File: src/rtl/serial_word_transmitter_if.sv
// Parallel word handshake between a producer and the serial transmitter.
// Latency: none, this file only declares wires.
// Backpressure: the producer holds data_valid and data_in until data_ready is seen high.
interface serial_word_transmitter_if #(
    parameter int WIDTH = 8
);
    logic [WIDTH-1:0] data_in;
    logic             data_valid;
    logic             data_ready;

    // Producer side: offers words and watches data_ready.
    modport master (
        output data_in,
        output data_valid,
        input  data_ready
    );

    // Transmitter side: consumes words when it is idle.
    modport slave (
        input  data_in,
        input  data_valid,
        output data_ready
    );
endinterface

File: src/rtl/serial_word_transmitter.sv
// Framed serial transmitter: start 0, WIDTH data bits LSB-first, stop 1, each bit held CLKS_PER_BIT cycles.
// Latency: start bit appears the cycle after acceptance; frame lasts (WIDTH+2)*CLKS_PER_BIT cycles, done follows.
// Backpressure: data_ready is high only in IDLE (including the done cycle); nothing is queued while busy.
module serial_word_transmitter #(
    parameter int WIDTH        = 8,
    parameter int CLKS_PER_BIT = 4
) (
    input  logic                        clock,
    input  logic                        clear,
    serial_word_transmitter_if.slave    link,
    output logic                        serial_out,
    output logic                        busy,
    output logic                        done
);

    // Counter widths never drop below one bit so CLKS_PER_BIT=1 or WIDTH=1 still elaborate.
    localparam int CW = (CLKS_PER_BIT > 1) ? $clog2(CLKS_PER_BIT) : 1;
    localparam int IW = (WIDTH > 1) ? $clog2(WIDTH) : 1;

    localparam logic [CW-1:0] CNT_LAST = CW'(CLKS_PER_BIT - 1);
    localparam logic [IW-1:0] IDX_LAST = IW'(WIDTH - 1);

    typedef enum logic [1:0] {
        IDLE  = 2'd0,
        START = 2'd1,
        DATA  = 2'd2,
        STOP  = 2'd3
    } state_t;

    state_t           state;
    state_t           state_nxt;
    logic [CW-1:0]    bit_cnt;
    logic [CW-1:0]    bit_cnt_nxt;
    logic [IW-1:0]    bit_idx;
    logic [IW-1:0]    bit_idx_nxt;
    logic [WIDTH-1:0] shreg;
    logic [WIDTH-1:0] shreg_nxt;
    logic             done_q;
    logic             done_nxt;

    logic             bit_end;

    // A bit period ends on the last count of the per-bit counter.
    assign bit_end = (bit_cnt == CNT_LAST);

    // State, counters, shift register and done flag; clear overrides everything.
    always_ff @(posedge clock) begin
        if (clear) begin
            state   <= IDLE;
            bit_cnt <= '0;
            bit_idx <= '0;
            shreg   <= '0;
            done_q  <= 1'b0;
        end else begin
            state   <= state_nxt;
            bit_cnt <= bit_cnt_nxt;
            bit_idx <= bit_idx_nxt;
            shreg   <= shreg_nxt;
            done_q  <= done_nxt;
        end
    end

    // Next-state logic: walk START -> DATA x WIDTH -> STOP, one bit period each.
    always_comb begin
        state_nxt   = state;
        bit_cnt_nxt = bit_cnt;
        bit_idx_nxt = bit_idx;
        shreg_nxt   = shreg;
        done_nxt    = 1'b0;

        case (state)
            IDLE: begin
                if (link.data_valid) begin
                    shreg_nxt   = link.data_in;
                    bit_cnt_nxt = '0;
                    bit_idx_nxt = '0;
                    state_nxt   = START;
                end
            end
            START: begin
                if (bit_end) begin
                    bit_cnt_nxt = '0;
                    bit_idx_nxt = '0;
                    state_nxt   = DATA;
                end else begin
                    bit_cnt_nxt = bit_cnt + CW'(1);
                end
            end
            DATA: begin
                if (bit_end) begin
                    bit_cnt_nxt = '0;
                    shreg_nxt   = shreg >> 1;
                    if (bit_idx == IDX_LAST) begin
                        bit_idx_nxt = '0;
                        state_nxt   = STOP;
                    end else begin
                        bit_idx_nxt = bit_idx + IW'(1);
                    end
                end else begin
                    bit_cnt_nxt = bit_cnt + CW'(1);
                end
            end
            STOP: begin
                if (bit_end) begin
                    bit_cnt_nxt = '0;
                    done_nxt    = 1'b1;
                    state_nxt   = IDLE;
                end else begin
                    bit_cnt_nxt = bit_cnt + CW'(1);
                end
            end
            default: begin
                state_nxt = IDLE;
            end
        endcase
    end

    // Line level decoded purely from registered state: idle/stop high, start low, data from shift LSB.
    always_comb begin
        serial_out = 1'b1;
        case (state)
            START:   serial_out = 1'b0;
            DATA:    serial_out = shreg[0];
            default: serial_out = 1'b1;
        endcase
    end

    assign link.data_ready = (state == IDLE);
    assign busy            = (state != IDLE);
    assign done            = done_q;

endmodule

File: src/flat_wrapper.sv
// flat-port wrapper written by rule: the top's interface ports become plain ports
module serial_word_transmitter_flat 
#(
    parameter int WIDTH        = 8,
    parameter int CLKS_PER_BIT = 4
)
  (clock, clear, serial_out, busy, done, link_data_in, link_data_valid, link_data_ready);
  serial_word_transmitter_if #(.WIDTH(WIDTH)) link_i ();
  input  logic clock;
  input  logic clear;
  output logic serial_out;
  output logic busy;
  output logic done;
  input wire logic [$bits(link_i.data_in)-1:0] link_data_in;
  input wire logic [$bits(link_i.data_valid)-1:0] link_data_valid;
  output wire logic [$bits(link_i.data_ready)-1:0] link_data_ready;
  assign link_i.data_in = link_data_in;
  assign link_i.data_valid = link_data_valid;
  assign link_data_ready = link_i.data_ready;
  serial_word_transmitter #(.WIDTH(WIDTH), .CLKS_PER_BIT(CLKS_PER_BIT)) u_core (.clock(clock), .clear(clear), .link(link_i), .serial_out(serial_out), .busy(busy), .done(done));
endmodule
File: config.mk
export PLATFORM = sky130hd
export DESIGN_NAME = serial_word_transmitter_flat
export DESIGN_NICKNAME = d
export VERILOG_FILES = /design/src/rtl/serial_word_transmitter_if.sv /design/src/rtl/serial_word_transmitter.sv /design/src/flat_wrapper.sv
export SDC_FILE = /design/constraint.sdc
export NUM_CORES = 1
export LEC_CHECK = 0
export CELL_PAD_IN_SITES_DETAIL_PLACEMENT = 1
export CELL_PAD_IN_SITES_GLOBAL_PLACEMENT = 1
export CORE_UTILIZATION = 37
export DETAILED_ROUTE_END_ITERATION = 6
export PLACE_DENSITY = 0.84
export SLEW_MARGIN = 20
export SYNTH_ARGS = -nofsm -noshare
export SYNTH_HDL_FRONTEND = slang
export SYNTH_SLANG_ARGS = --single-unit
File: constraint.sdc
create_clock -name clock -period 1.6 [get_ports clock]
set_input_delay 0.32 -clock clock [delete_from_list [all_inputs] [get_ports clock]]
set_output_delay 0.32 -clock clock [all_outputs]
set_load 0.02 [all_outputs]
# Yosys cells after proc, flatten, opt, wreduce, memory -nomap -nowiden
# Index checks and enable logic that the tools add are counted.
# totals
reg_bits	16
in_bits	11
out_inout_bits	4
# classes
add_sub_neg	2
n_eq_ne	10
n_mux	19
n_bitwise	1
reduce_logical	9
# op_table
cell	n
$mux W8	2
$pmux W8 S2	1
$mux W2	7
$mux W3	4
$pmux W3 S3	1
$ne A2 B1 Y1 const B	4
$pmux W2 S4	1
$eq A2 B2 Y1 const B	3
$reduce_and A5 Y1	1
$pmux W2 S2	1
$reduce_and A4 Y1	1
$reduce_bool A2 Y1	2
$add A3 B1 Y3 const B	1
$eq A3 B3 Y1 const B	1
$reduce_and A3 Y1	1
$reduce_bool A3 Y1	1
$reduce_or A3 Y1	1
$add A2 B1 Y2 const B	1
$eq A2 B1 Y1 const B	1
$logic_not A2 Y1	1
$ne A2 B2 Y1 const B	1
$pmux W1 S2	1
$reduce_or A2 Y1	1
$mux W1	1
$not A1 Y1	1

# Logic depth before layout (Yosys ltp)
# logic_depth
ltp_word	4
ltp_mapped	7
mapped_depth_nobuf	5

# Least setup slack after synthesis
# Ideal clock, no wire load.
# synth_path
path_kind	register -> register
startpoint	register u_core.state[0]
endpoint	register u_core.bit_idx[2]
setup_time_ns	0.131
arrival_time_ns	1.548
required_time_ns	1.469
slack_ns	-0.079
path_stages_with_launch	8
n_path_buf	2
period_less_slack_ns	1.679
path_cell_list	dfxtp_1 > inv_1 > ha_1 > buf_6 > nor2b_2 > buf_6 > o311ai_1 > o41ai_1
# synth_via
elab_chain_len	3
word_cells_on_any_way	9
# synth_lines
item	line_no	source
from (decl)	serial_word_transmitter.sv:30	state_t state;
from (signal assigned)	serial_word_transmitter.sv:55	state <= state_nxt;
$logic_not A2 Y1 (*)	--	
net link_data_ready	flat_wrapper.sv:16	output wire logic [$bits(link_i.data_ready)-1:0] link_data_ready;
$ne A2 B2 Y1 (no source line) / $reduce_bool A3 Y1 (equally long branches)	--	
$reduce_and A4 Y1 (no source line)	--	
to (signal assigned)	serial_word_transmitter.sv:57	bit_idx <= bit_idx_nxt;
to (decl)	serial_word_transmitter.sv:34	logic [IW-1:0] bit_idx;
# The timed path passes the listed nets; every way through them passes the cells marked *.
# A chain may end at the register's enable or synchronous reset.

# Worst setup path in the final report
# layout_path
startpoint	register u_core.state[0]
endpoint	output serial_out
# layout_via
elab_chain_len	2
word_cells_on_any_way	3
# layout_lines
item	line_no	source
$eq A2 B2 Y1 / $eq A2 B1 Y1 (equally long branches)	serial_word_transmitter.sv:121	case (state)
$pmux W1 S2 (*)	serial_word_transmitter.sv:121	
to (decl)	flat_wrapper.sv:11	output logic serial_out;
# Mark *: on every way between the ends. The rest lies on a longest branch, timed or not.

==> summary.json <==
{
  "status": "complete, no violations",
  "detailroute.via_count": 927,
  "drt-initial-drc-count": 6,
  "r2r_start": "u_core.state[0]$_SDFFE_PP0P_",
  "critPathRequiredTime_ps": 1280,
  "fp-row-count": 18,
  "power.static_leakage_nw": 0.5556,
  "synth-warning-count": 0,
  "drive_gt1_share_pct": 44.96,
  "place_worst_setup_slack_ps": -208.0,
  "hold_violations": 0,
  "numPortBuffers": 14,
  "slew_viol_final": 0,
  "post-layout-total-power_mw": 2.442,
  "hold_path.startpoint": "u_core.bit_cnt[1]$_SDFFE_PP0N_",
  "die_height_um": 54.88,
  "worstHoldPathCells": 2,
  "maxCapViolCount": 0,
  "viasPerCell": 5.830,
  "num_antenna_cells": 0,
  "global_route_wire_length_before_repair_mm": 4.312,
  "cpMaxStageDelayCell": "dfxtp_2",
  "clock-root-buffer": "clkbuf_4",
  "synth_cell_types": 37,
  "cp_data_arrival_time_ps": 1270,
  "final.hold.worst_slack_ps": 510.9,
  "met1_routed_wirelength_after_detailed_routing_mm": 1.334,
  "slowest_delay_ps": 340,
  "path_cells": "buf_4 > ha_4 > mux2i_2 > buf_4",
  "cts.htree.levels": 1,
  "post_synth.cell_area_avg_um2": 9.670,
  "yosys.area.top_type_share_pct": 30.96,
  "tritoncts_num_sinks": 16,
  "grt_pass1_vias": 920,
  "cp_num_buf_inv": 2,
  "logic_depth_of_the_worst_setup_path_including_buffers": 4,
  "post_synth_instance_area_um2": 1035,
  "met2_wirelength_mm": 1.468,
  "drc": 0,
  "floorplan.die.width_um": 54.88,
  "worst_slew_margin_rel_pct": 77.00,
  "drt_pass1_iterations": 4,
  "track_usage_pct": 20.65,
  "floorplan.die_area_um2": 3012,
  "cts_buffers": 3,
  "average_wire_per_cell_in_the_routed_design_um": 18.37,
  "final_util_pct": 55.90,
  "p_r_area_growth_vs_syn_pct": 38.69,
  "finalCritPeriodShare_pct": 99.52,
  "fmax_mhz": 628.0,
  "minimum_setup_slack_among_reg_to_reg_paths_ps": 20,
  "fin_skew_ps": 3.828,
  "grt_start_max_net_pins": 19,
  "combinationalPowerShare_pct": 65.7,
  "synth_nets": 127,
  "final-setup-viol-count": 0,
  "p_switching_mw": 1.092,
  "yosysTopAreaCell": "dfxtp_1",
  "cts_tree": "built",
  "cts.hold.buffers_added": 0,
  "critical_path_peak_fanout": 2,
  "worstSetupPathType": "register to output port",
  "hold_path_class": "register to register",
  "initial_utilization_pct": 40.30,
  "ys_seq_area_share_pct": 30.96,
  "finalCriticalPeriod_ps": 1592,
  "share_clk_of_total_power_pct": 9.5,
  "synth.area.top_cells": "dfxtp_1 (31%), ha_1 (11%), mux2_2 (4.4%)",
  "setup_total_negative_slack_ps": 0,
  "peakVddDrop_mv": 0.9836,
  "r2r_end": "u_core.shreg[0]$_SDFFE_PP0P_",
  "clockBufferDepth": 2,
  "number_of_antenna_violations_at_the_first_check_in_global_routing": 0,
  "route.antenna.remaining_nets": 0,
  "met3_wirelength_um": 84,
  "tightest_slew_ps": 345.0,
  "ioPinCount": 15,
  "p_int_mw": 1.350,
  "num-nets-final": 151,
  "worstSetupStartpointType": "register",
  "finalWirelength_mm": 2.921,
  "synth.ff_latch_count": 16,
  "post_synth_inst_count": 107,
  "layout_commonest_cell": "dfxtp_1",
  "clock_slew_seen_by_the_registers_of_the_worst_setup_and_hold_paths_ps": 100,
  "mostFrequentLayoutCells": "dfxtp_1 (14), buf_4 (12), clkdlybuf4s50_1 (11)",
  "hpwl_mm": 1.866,
  "path_common_cell": "buf_4",
  "postLayoutSetupSlackWorst_ps": 7.709,
  "portion_of_total_power_attributed_to_sequential_cells_pct": 24.8,
  "core-area_um2": 2567,
  "power_density_nw_per_um2": 1702,
  "leftover_overflow_at_the_end_of_global_routing": 0,
  "insertion_delay_ps": 300,
  "gate_family_responsible_for_the_most_delay_along_the_worst_path": "flip-flops",
  "netSwitchingFraction_pct": 44.71,
  "gpl.final_weighted_congestion": 0.7569,
  "top_metal_used": "met4",
  "critical_path.startpoint": "u_core.state[0]$_SDFFE_PP0P_",
  "endpoint_kind": "output port",
  "whs_endpoint": "u_core.bit_cnt[1]$_SDFFE_PP0N_",
  "unrepaired_setup_endpoints_after_global_routing": "true",
  "worstRegToRegCells": 7
}
flip-flops by register name (all words and copies together), names as in the netlist:
| signal | flops |
|---|---|
| u_core.state | 2 |
| u_core.bit_idx | 3 |
| u_core.bit_cnt | 2 |
| u_core.done | 1 |
| u_core.shreg | 8 |
worst reg2reg max path: stages (launching register included):
cell,delay [ps]
dfxtp_2,360
inv_2,50
buf_4,130
ha_2,190
buf_6,150
nor2b_4,160
nor4_2,350
nor3_1,80
synthesized netlist by cell type:
master    count
o21ba_1       1
o311ai_1      3
nand2_1       5
nand2_2       1
a41oi_1       1
a21o_1        1
nor2_4        1
mux2i_1       2
buf_6         3
nor3_1        8
a31oi_1       7
buf_12        1
mux2_2        4
nand3b_1      1
nand2b_1      5
o21ai_0       1
or2_2         1
nor4_1        4
nor2_1        2
buf_4         1
nor4_2        3
nor2b_2       1
ha_1          9
a21oi_1       3
clkbuf_1      2
o21bai_2      1
o41ai_1       3
and3_1        1
mux2_4        3
inv_1         5
nor2b_1       1
nand3_1       1
or2_1         1
buf_2         2
dfxtp_1      16
and4_1        1
a211oi_1      1
how the worst max path moves through the flow:
stage | slack, ps | end
2_1_floorplan | 0.006 | u_core.bit_idx[2]$_SDFFE_PP0P_
3_3_place_gp | -110 | serial_out
3_5_place_dp | -210 | serial_out
4_1_cts | -10 | serial_out
5_1_grt | -60 | u_core.shreg[0]$_SDFFE_PP0P_
6_report | 8 | serial_out
repair_timing:
action	4_1_cts	5_1_grt
gates cloned	0	1
buffers inserted	0	1
resized for setup	23	25
setup endpoints to repair	17	15
pin swaps	0	9
cell families after synthesis:
logic type / Yosys count / share of synthesized area, %
AND/OR/NAND/NOR: 37 / 22.49
buffers and inverters: 14 / 9.432
AO/OA/AOI/OAI: 22 / 15.60
flip-flops: 16 / 30.96
adder cells (fa/ha/maj): 9 / 10.88
multiplexers: 9 / 10.64
stage by stage:
stage,area [um2],instances
after CTS,1274,157
after floorplan,1041,107
after global placement,1230,154
after global routing,1435,159
final,1435,159
after detailed placement,1230,154
metal layers:
metal	track usage, %	vias to the layer above
met5	0	-
li1	-	439
met1	25.21	470
met4	8.974	0
met2	35.14	14
met3	3.333	4
final cells by class:
| type | count | area (um2) |
|---|---|---|
| fillers | 289 | 1132 |
| well taps | 30 | 37.54 |
| inverters | 5 | 18.77 |
| flip-flops and latches | 16 | 325.3 |
| clock buffers | 3 | 22.52 |
| multi-input cells | 78 | 788.3 |
| repair buffers | 27 | 242.7 |
power by group through the flow:
stage | combinational [mW] | sequential [mW] | clock [mW]
global route | 1.73 | 0.622 | 0.246
CTS | 1.27 | 0.584 | 0.234
global placement | 1.18 | 0.577 | 0
floorplan | 0.930 | 0.574 | 0
finish | 1.60 | 0.606 | 0.231
detailed placement | 1.25 | 0.588 | 0
Note: power is estimated with default switching activity, not from simulation.
